## config.mk

```make
export PLATFORM = sky130hd
export DESIGN_NAME = io_cfg_sequencer
export DESIGN_NICKNAME = d
export VERILOG_FILES = /design/src/rtl/io_cfg_pkg.sv /design/src/rtl/io_cfg_regbank.sv /design/src/rtl/io_cfg_sequencer.sv
export SDC_FILE = /design/constraint.sdc
export NUM_CORES = 1
export LEC_CHECK = 0
export CAP_MARGIN = 20
export CORE_AREA = 2 2 54 106
export CTS_BUF_LIST = sky130_fd_sc_hd__clkbuf_2
export CTS_CLUSTER_SIZE = 16
export DETAILED_ROUTE_END_ITERATION = 10
export DIE_AREA = 0 0 56 108
export SYNTH_ARGS = -nofsm -noshare
export SYNTH_HDL_FRONTEND = slang
export SYNTH_SLANG_ARGS = --single-unit
export TNS_END_PERCENT = 1
```

## constraint.sdc

```tcl
create_clock -name clk_in -period 3.7 [get_ports clk_in]
set_input_delay 0.555 -clock clk_in [delete_from_list [all_inputs] [get_ports clk_in]]
set_output_delay 0.555 -clock clk_in [all_outputs]
set_load 0.01 [all_outputs]
```

## src/rtl/io_cfg_pkg.sv

```systemverilog
// Shared types and defaults for the IO cell configuration sequencer.
package io_cfg_pkg;

    localparam int DEFAULT_CONF_WIDTH = 3;

    // Parking configuration: input mode with the output driver tristated.
    localparam logic [DEFAULT_CONF_WIDTH-1:0] DEFAULT_SAFE_CFG = 3'b000;

    typedef enum logic {
        IDLE,
        SETTLE
    } io_cfg_state_e;

endpackage

```

## src/rtl/io_cfg_regbank.sv

```systemverilog
// Per-pad configuration register bank with individual write enables
// and a global load of the safe configuration into every pad.
module io_cfg_regbank
    import io_cfg_pkg::*;
#(
    parameter int                     NUM_PADS   = 8,
    parameter int                     CONF_WIDTH = DEFAULT_CONF_WIDTH,
    parameter logic [CONF_WIDTH-1:0]  SAFE_CFG   = CONF_WIDTH'(DEFAULT_SAFE_CFG)
) (
    input  logic                           clk_in,
    input  logic                           reset_int,
    input  logic                           safe_load,
    input  logic [NUM_PADS-1:0]            wr_en,
    input  logic [CONF_WIDTH-1:0]          wr_data,
    output logic [NUM_PADS*CONF_WIDTH-1:0] cfg_flat
);

    // Global safe load overrides any individual pad write.
    always_ff @(posedge clk_in or negedge reset_int) begin
        if (!reset_int) begin
            cfg_flat <= {NUM_PADS{SAFE_CFG}};
        end else if (safe_load) begin
            cfg_flat <= {NUM_PADS{SAFE_CFG}};
        end else begin
            for (int i = 0; i < NUM_PADS; i++) begin
                if (wr_en[i]) begin
                    cfg_flat[i*CONF_WIDTH +: CONF_WIDTH] <= wr_data;
                end
            end
        end
    end

endmodule

```

## src/rtl/io_cfg_sequencer.sv

```systemverilog
// Sequences configuration changes of a bank of IO cells: a pad is parked
// at the safe configuration for a settle period before its new value lands.
module io_cfg_sequencer
    import io_cfg_pkg::*;
#(
    parameter int                     NUM_PADS      = 8,
    parameter int                     CONF_WIDTH    = DEFAULT_CONF_WIDTH,
    parameter logic [CONF_WIDTH-1:0]  SAFE_CFG      = CONF_WIDTH'(DEFAULT_SAFE_CFG),
    parameter int                     SETTLE_CYCLES = 4,
    parameter int                     IDX_W         = $clog2(NUM_PADS)
) (
    input  logic                           clk_in,
    input  logic                           reset_int,
    input  logic                           req_valid_i,
    output logic                           req_ready_o,
    input  logic [IDX_W-1:0]               req_pad_i,
    input  logic [CONF_WIDTH-1:0]          req_cfg_i,
    input  logic                           safe_all_i,
    output logic [NUM_PADS*CONF_WIDTH-1:0] io_cell_cfg_o,
    output logic                           busy_o,
    output logic                           done_o,
    output logic                           err_o
);

    localparam int               CNT_W      = $clog2(SETTLE_CYCLES + 1);
    localparam logic [CNT_W-1:0] CNT_LAST   = CNT_W'(SETTLE_CYCLES - 1);
    localparam logic [IDX_W:0]   NUM_PADS_W = (IDX_W + 1)'(NUM_PADS);

    io_cfg_state_e          state;
    logic [CNT_W-1:0]       settle_cnt;
    logic [IDX_W-1:0]       lat_pad;
    logic [CONF_WIDTH-1:0]  lat_cfg;

    logic                   accept;
    logic                   pad_ok;
    logic [CONF_WIDTH-1:0]  cur_cfg;
    logic                   cfg_differs;
    logic                   start_seq;
    logic                   settle_last;
    logic [NUM_PADS-1:0]    wr_en;
    logic [CONF_WIDTH-1:0]  wr_data;

    assign req_ready_o = (state == IDLE) & ~safe_all_i;
    assign accept      = req_valid_i & req_ready_o;
    assign pad_ok      = ({1'b0, req_pad_i} < NUM_PADS_W);
    assign cfg_differs = (cur_cfg != req_cfg_i);
    assign start_seq   = accept & pad_ok & cfg_differs;
    assign settle_last = (state == SETTLE) & (settle_cnt == CNT_LAST);

    // Current configuration of the requested pad; out-of-range indices never match.
    always_comb begin
        cur_cfg = SAFE_CFG;
        for (int i = 0; i < NUM_PADS; i++) begin
            if (req_pad_i == IDX_W'(i)) begin
                cur_cfg = io_cell_cfg_o[i*CONF_WIDTH +: CONF_WIDTH];
            end
        end
    end

    // Park the target pad when a sequence starts, apply the latched value when it ends.
    always_comb begin
        wr_en   = '0;
        wr_data = settle_last ? lat_cfg : SAFE_CFG;
        for (int i = 0; i < NUM_PADS; i++) begin
            if (start_seq && (req_pad_i == IDX_W'(i))) begin
                wr_en[i] = 1'b1;
            end
            if (settle_last && (lat_pad == IDX_W'(i))) begin
                wr_en[i] = 1'b1;
            end
        end
    end

    io_cfg_regbank #(
        .NUM_PADS   (NUM_PADS),
        .CONF_WIDTH (CONF_WIDTH),
        .SAFE_CFG   (SAFE_CFG)
    ) u_regbank (
        .clk_in    (clk_in),
        .reset_int (reset_int),
        .safe_load (safe_all_i),
        .wr_en     (wr_en),
        .wr_data   (wr_data),
        .cfg_flat  (io_cell_cfg_o)
    );

    // Request FSM with settle counter; safe_all_i aborts everything and wins every edge.
    always_ff @(posedge clk_in or negedge reset_int) begin
        if (!reset_int) begin
            state      <= IDLE;
            settle_cnt <= '0;
            lat_pad    <= '0;
            lat_cfg    <= SAFE_CFG;
            busy_o     <= 1'b0;
            done_o     <= 1'b0;
            err_o      <= 1'b0;
        end else if (safe_all_i) begin
            state      <= IDLE;
            settle_cnt <= '0;
            busy_o     <= 1'b0;
            done_o     <= 1'b0;
            err_o      <= 1'b0;
        end else begin
            done_o <= 1'b0;
            err_o  <= 1'b0;
            case (state)
                IDLE: begin
                    if (accept) begin
                        if (!pad_ok) begin
                            err_o <= 1'b1;
                        end else if (!cfg_differs) begin
                            done_o <= 1'b1;
                        end else begin
                            lat_pad    <= req_pad_i;
                            lat_cfg    <= req_cfg_i;
                            settle_cnt <= '0;
                            busy_o     <= 1'b1;
                            state      <= SETTLE;
                        end
                    end
                end
                SETTLE: begin
                    if (settle_cnt == CNT_LAST) begin
                        done_o <= 1'b1;
                        busy_o <= 1'b0;
                        state  <= IDLE;
                    end else begin
                        settle_cnt <= settle_cnt + CNT_W'(1);
                    end
                end
                default: begin
                    state <= IDLE;
                end
            endcase
        end
    end

endmodule

```

Word-level counts from Yosys, hierarchy flattened
Cells that the tools add are included.

storage, ports and cells
  register bits = 36
  output and inout bits = 28
  input bits = 10

operators by class
  bitwise operators = 6
  mux-type cells = 54
  eq/ne operators = 20
  add/subtract/negate cells = 1
  reductions and logical operators = 29

operator list
  cell                                                             count
  3-bit two-way mux                                                21
  1-bit two-way mux                                                28
  3-bit == test, second input constant                             8
  24-bit two-way mux                                               1
  1-bit logical AND                                                16
  2-bit nonzero test                                               8
  3-bit by 2-bit == test with 1-bit output, second input constant  5
  3-bit != test, second input constant                             3
  3-bit by 1-bit == test with 1-bit output, second input constant  2
  3-bit logical NOT                                                2
  1-bit one-hot mux with 2 select lines                            3
  3-bit one-hot mux with 2 select lines                            1
  3-bit AND reduction                                              2
  1-bit AND                                                        4
  4-bit AND reduction                                              1
  3-bit by 1-bit adder with 3-bit output, second input constant    1
  3-bit by 2-bit != test with 1-bit output, second input constant  1
  3-bit != test                                                    1
  1-bit inverter                                                   2

Logic depth before layout (Yosys ltp)
  word-level depth = 16
  mapped depth = 10
  gate-level depth less buffers = 7

By module
A second synthesis with hierarchy kept.

second synthesis, totals
  cells, all modules = 190
  area total of the unflattened synthesis = 2068.2 um^2

modules (own cells, without submodules)
  module            area each (um^2)  instances  seq. area each (um^2)  cells each
  io_cfg_sequencer  1099.8            1          300.3                  113
  io_cfg_regbank    968.4             1          600.6                  77

Least setup slack after synthesis
No wires, ideal clock.

  path type = input to register
  from = in req_pad_i[1]
  to = reg u_regbank.cfg_flat[12]
  setup slack = 1.299 ns
  required time = 3.575 ns
  buffers on the path = 3
  stages on the path = 9
  arrival = 2.276 ns
  cell sequence = buf_4 > buf_2 > a31oi_1 > a221oi_2 > o21a_1 > o2111ai_2 > buf_6 > a31o_4 > mux2_4

between the ends
  cells in the longest elaborated chain, start to end = 15

ends and longest elaborated chain
  item                              line                    source
  start: declaration                io_cfg_sequencer.sv:16  input logic [IDX_W-1:0] req_pad_i,
  3-bit logical NOT                 io_cfg_sequencer.sv:54  if (req_pad_i == IDX_W'(i)) begin
  3-bit two-way mux (8 in a row)    io_cfg_sequencer.sv:54
  3-bit != test                     io_cfg_sequencer.sv:46  assign cfg_differs = (cur_cfg != req_cfg_i);
  1-bit AND                         io_cfg_sequencer.sv:47  assign start_seq = accept & pad_ok & cfg_differs;
  1-bit logical AND (*)             io_cfg_sequencer.sv:65  if (start_seq && (req_pad_i == IDX_W'(i))) begin
  1-bit two-way mux (*)             io_cfg_sequencer.sv:65
  1-bit two-way mux (*)             io_cfg_sequencer.sv:68  if (settle_last && (lat_pad == IDX_W'(i))) begin
  2-bit nonzero test (no line) (*)  n/a
  end signal: assignment            io_cfg_regbank.sv:21    cfg_flat <= {NUM_PADS{SAFE_CFG}};
  end signal: assignment            io_cfg_regbank.sv:23    cfg_flat <= {NUM_PADS{SAFE_CFG}};
  end signal: indexed assignment    io_cfg_regbank.sv:27    cfg_flat[i*CONF_WIDTH +: CONF_WIDTH] <= wr_data;
  end: declaration                  io_cfg_regbank.sv:15    output logic [NUM_PADS*CONF_WIDTH-1:0] cfg_flat

Mark *: on every way between the ends. The rest lies on a longest branch, timed or not.
A chain may end at the register's enable or synchronous reset.

Worst setup path in the final report
  from = in req_pad_i[0]
  to = reg u_regbank.cfg_flat[4]

Same word-level chain as after synthesis.

==> run summary <==
Syn-to-layout area delta - 22.0%
routability cong. - 0.844
Peak VDD IR - 214 uV
initial antenna violation count - 0
Sink Count - 36
total of flip-flops plus latches after synthesis - 36
Tot Pwr - 0.000735 W
chip height - 108 um
# setup viols final - 0
Tmin final - 3.06 ns
worst setup path end - u_regbank.cfg_flat[4]
RSZ-0062 raised after global routing - false
main combinational cell family by area after synthesis - compound AO/OA/AOI/OAI gates
FF-to-FF path depth - 7
Reg clk slew, reported paths - 0.18 ns
CP max stage delay - 0.64 ns
Synth Area in Compound Gates - 18.2%
core area - 5180 um2
Worst R2R Start - u_regbank.cfg_flat[12]
CP startpoint kind - input port
WL final - 5180 um
H-tree levels - 2
post_cts resized - 0
Fillers - 507
first drt pass iteration count - 4
Final Max Tran Viols - 0
ys async rst share - 100%
critical path peak fanout - 12
flop2flop setup slack - 1.09 ns
CP required - 4.00 ns
switching share of power - 29.1%
hold crit path type - in2async
Synth Area in XOR/XNOR - 0.867%
IO Count - 38
largest net degree at the start of global routing - 37
Arr. time, crit path - 3.36 ns
Leakage Power - 1.09 nW
PwrDens - 298 nW/um2
Yosys cell types - 47
Clock Latency Late Sink - 0.39 ns
Post-Synth Adder-Cell Area - 1.24%
DRC Markers - 0
Num CTS Buffers - 5
clock share of power - 24.4%
CTS tree - done
Syn Nets - 194
register area share after synthesis - 44.6%
Hold Fails Final Rpt - 0
Die Width - 56 um
Internal - 0.000521 W
reg2reg end - u_regbank.cfg_flat[4]
multi-input logic area - 1030 um2
kind of end point of the critical path - register
gr ovfl total - 0
clk_skew - 0.0212 ns
CP max stage cell - clkdlybuf4s50_1
Via density - 5.67
hpwl dp - 4080 um
Post-CTS Setup Bufs - 0
mux share of post-synthesis cell area - 16.6%
main flop type after synthesis - dfrtp_1
most frequent CP cell - a221oi_2
Syn. warnings - 0
fmax - 0.327 GHz
Slew HR - 62.1%
Sw Pwr - 0.000214 W
vias post-DR - 1587
Setup CP Type - in2reg
number of DRC markers in iteration 0 - 38
Flop pwr share - 58.9%
cell count after synthesis - 182
number of global-route vias before repair - 1644
die footprint - 6050 um2
first-pass GRT wire length - 8600 um
# Max-Cap Violations - 0
Starting Density - 38.9%
EDFF count, synth - 0
DRT antenna net count - 0
outcome - complete, no violations
Hold Buf Count CTS - 0
Netlist Area Pre-Place - 2020 um2
FF+latch area - 901 um2
CP Cell Sequence - clkdlybuf4s50_1 -> nor4bb_1 -> a31oi_1 -> a221oi_2 -> o21a_1 -> o2111ai_2 -> a221oi_2 -> mux2_2
IO buf count - 36
Synth Area in Simple Gates - 14.2%
CTS Buffer Depth - 2
gr usage total - 18.6%
WL/cell - 18.5 um
share of cells above drive strength 1 - 23.4%
Root Buffer - clkbuf_2
Setup TNS - 0 ns
final layout net count - 233
Comb power frac - 16.6%
period utilization - 82.7%
Avg Cell Area, Syn - 11.1 um2
CP startpoint - req_pad_i[0]
Ant. Diodes - 0
Slew @ Worst Pin - 0.568 ns
num rows - 37
-- layer usage --
layer  share of wire, %  track usage [%]
met1                 38             19.6
met4                4.0             10.2
met5                  0                0
met2                 55             34.6
met3                2.8             2.75
-- through the flow --
stage,std cells,util [%],hold WS [ns],setup WS (ns),area (um2)
CTS,280,47.5,0.556,0.658,2460
detailed placement,272,46.8,0.517,0.224,2420
global route,280,47.5,0.578,0.432,2460
floorplan,182,-,0.259,1.30,2020
global placement,272,46.8,0.514,0.302,2420
finish,280,47.5,0.547,0.641,2460
-- synth_stat cells (4+ instances only) --
library cell  instances  share of area [%]
a31o_2               10                4.3
nor2_1               18                3.3
mux2_1                7                3.9
a21oi_1               8                2.0
nand2b_1              6                1.9
and2_1                4                1.2
nor2b_1               5                1.5
dfrtp_1              36                 45
mux2_2               15                8.4
nor3_1                7                1.7
nand2_1               8                1.5
-- logic make-up (layout without fill, tap and decap cells) --
family	count (synthesis)	count (layout)
AND/OR/NAND/NOR	57	57
AO/OA/AOI/OAI	43	43
other	1	1
multiplexers	28	28
XOR/XNOR	2	2
adder cells (fa/ha/maj)	2	2
buffers and inverters	13	53
flip-flops	36	36
-- cell usage in the layout (no fill, tap or decap), types with 2 or more instances in the layout --
| master | synthesis | final |
|---|---|---|
| mux2_2 | 15 | 15 |
| xnor2_1 | 2 | 2 |
| o21a_1 | 2 | 2 |
| ha_1 | 2 | 2 |
| a32o_1 | 3 | 3 |
| nand2b_1 | 6 | 6 |
| nor2_1 | 18 | 18 |
| and2_1 | 4 | 4 |
| a221oi_2 | 2 | 2 |
| mux2_4 | 3 | 3 |
| clkbuf_2 | 0 | 7 |
| inv_1 | 2 | 2 |
| o21ai_0 | 2 | 2 |
| mux2i_1 | 2 | 2 |
| buf_4 | 3 | 6 |
| o21ai_1 | 2 | 2 |
| dfrtp_1 | 36 | 36 |
| a31o_2 | 10 | 10 |
| mux2_1 | 7 | 7 |
| clkdlybuf4s50_1 | 0 | 36 |
| and3_1 | 3 | 3 |
| nand2_1 | 8 | 8 |
| nor3_1 | 7 | 7 |
| a21o_1 | 2 | 2 |
| a21oi_1 | 8 | 8 |
| a31oi_1 | 2 | 2 |
| nor2b_1 | 5 | 5 |
-- how the worst min path moves through the flow --
stage	depth (start not counted)	slack, ns	to	start
final	2	0.55	u_regbank.cfg_flat[7]	reset_int
after detailed placement	1	0.52	u_regbank.cfg_flat[17]	u_regbank.cfg_flat[17]
after CTS	1	0.56	u_regbank.cfg_flat[17]	u_regbank.cfg_flat[17]
after floorplan	0	0.26	busy_o	reset_int
after global routing	2	0.58	u_regbank.cfg_flat[4]	reset_int
after global placement	1	0.51	u_regbank.cfg_flat[1]	u_regbank.cfg_flat[1]
-- worst max-delay path, delay by kind of cell --
family                 cells  cell delay, ns
and+or+nand+nor            1            0.41
AOI/OAI and AO/OA          5            1.35
muxes                      1            0.38
buffers and inverters      1            0.64
-- final cells by class --
cell class	instances	area share, %
multi-input cells	133	42.0
flip-flops and latches	36	36.6
repair buffers	42	16.5
well taps	58	2.95
clock buffers	7	1.42
inverters	3	0.457
clock inverters	1	0.152
-- power groups by stage --
stage | combinational (W) | sequential, W | clock [W]
finish | 0.000122 | 0.000433 | 0.000180
global route | 0.000135 | 0.000436 | 0.000198
CTS | 0.000124 | 0.000433 | 0.000183
detailed placement | 0.000124 | 0.000441 | 0
global placement | 0.000123 | 0.000440 | 0
floorplan | 0.0000836 | 0.000435 | 0
-- state kept, by name, indices dropped and copies added (netlist names) --
name                flops
lat_cfg                 3
lat_pad                 3
done_o                  1
state                   1
busy_o                  1
settle_cnt              3
u_regbank.cfg_flat     24
(Power assumes the default switching activity.)
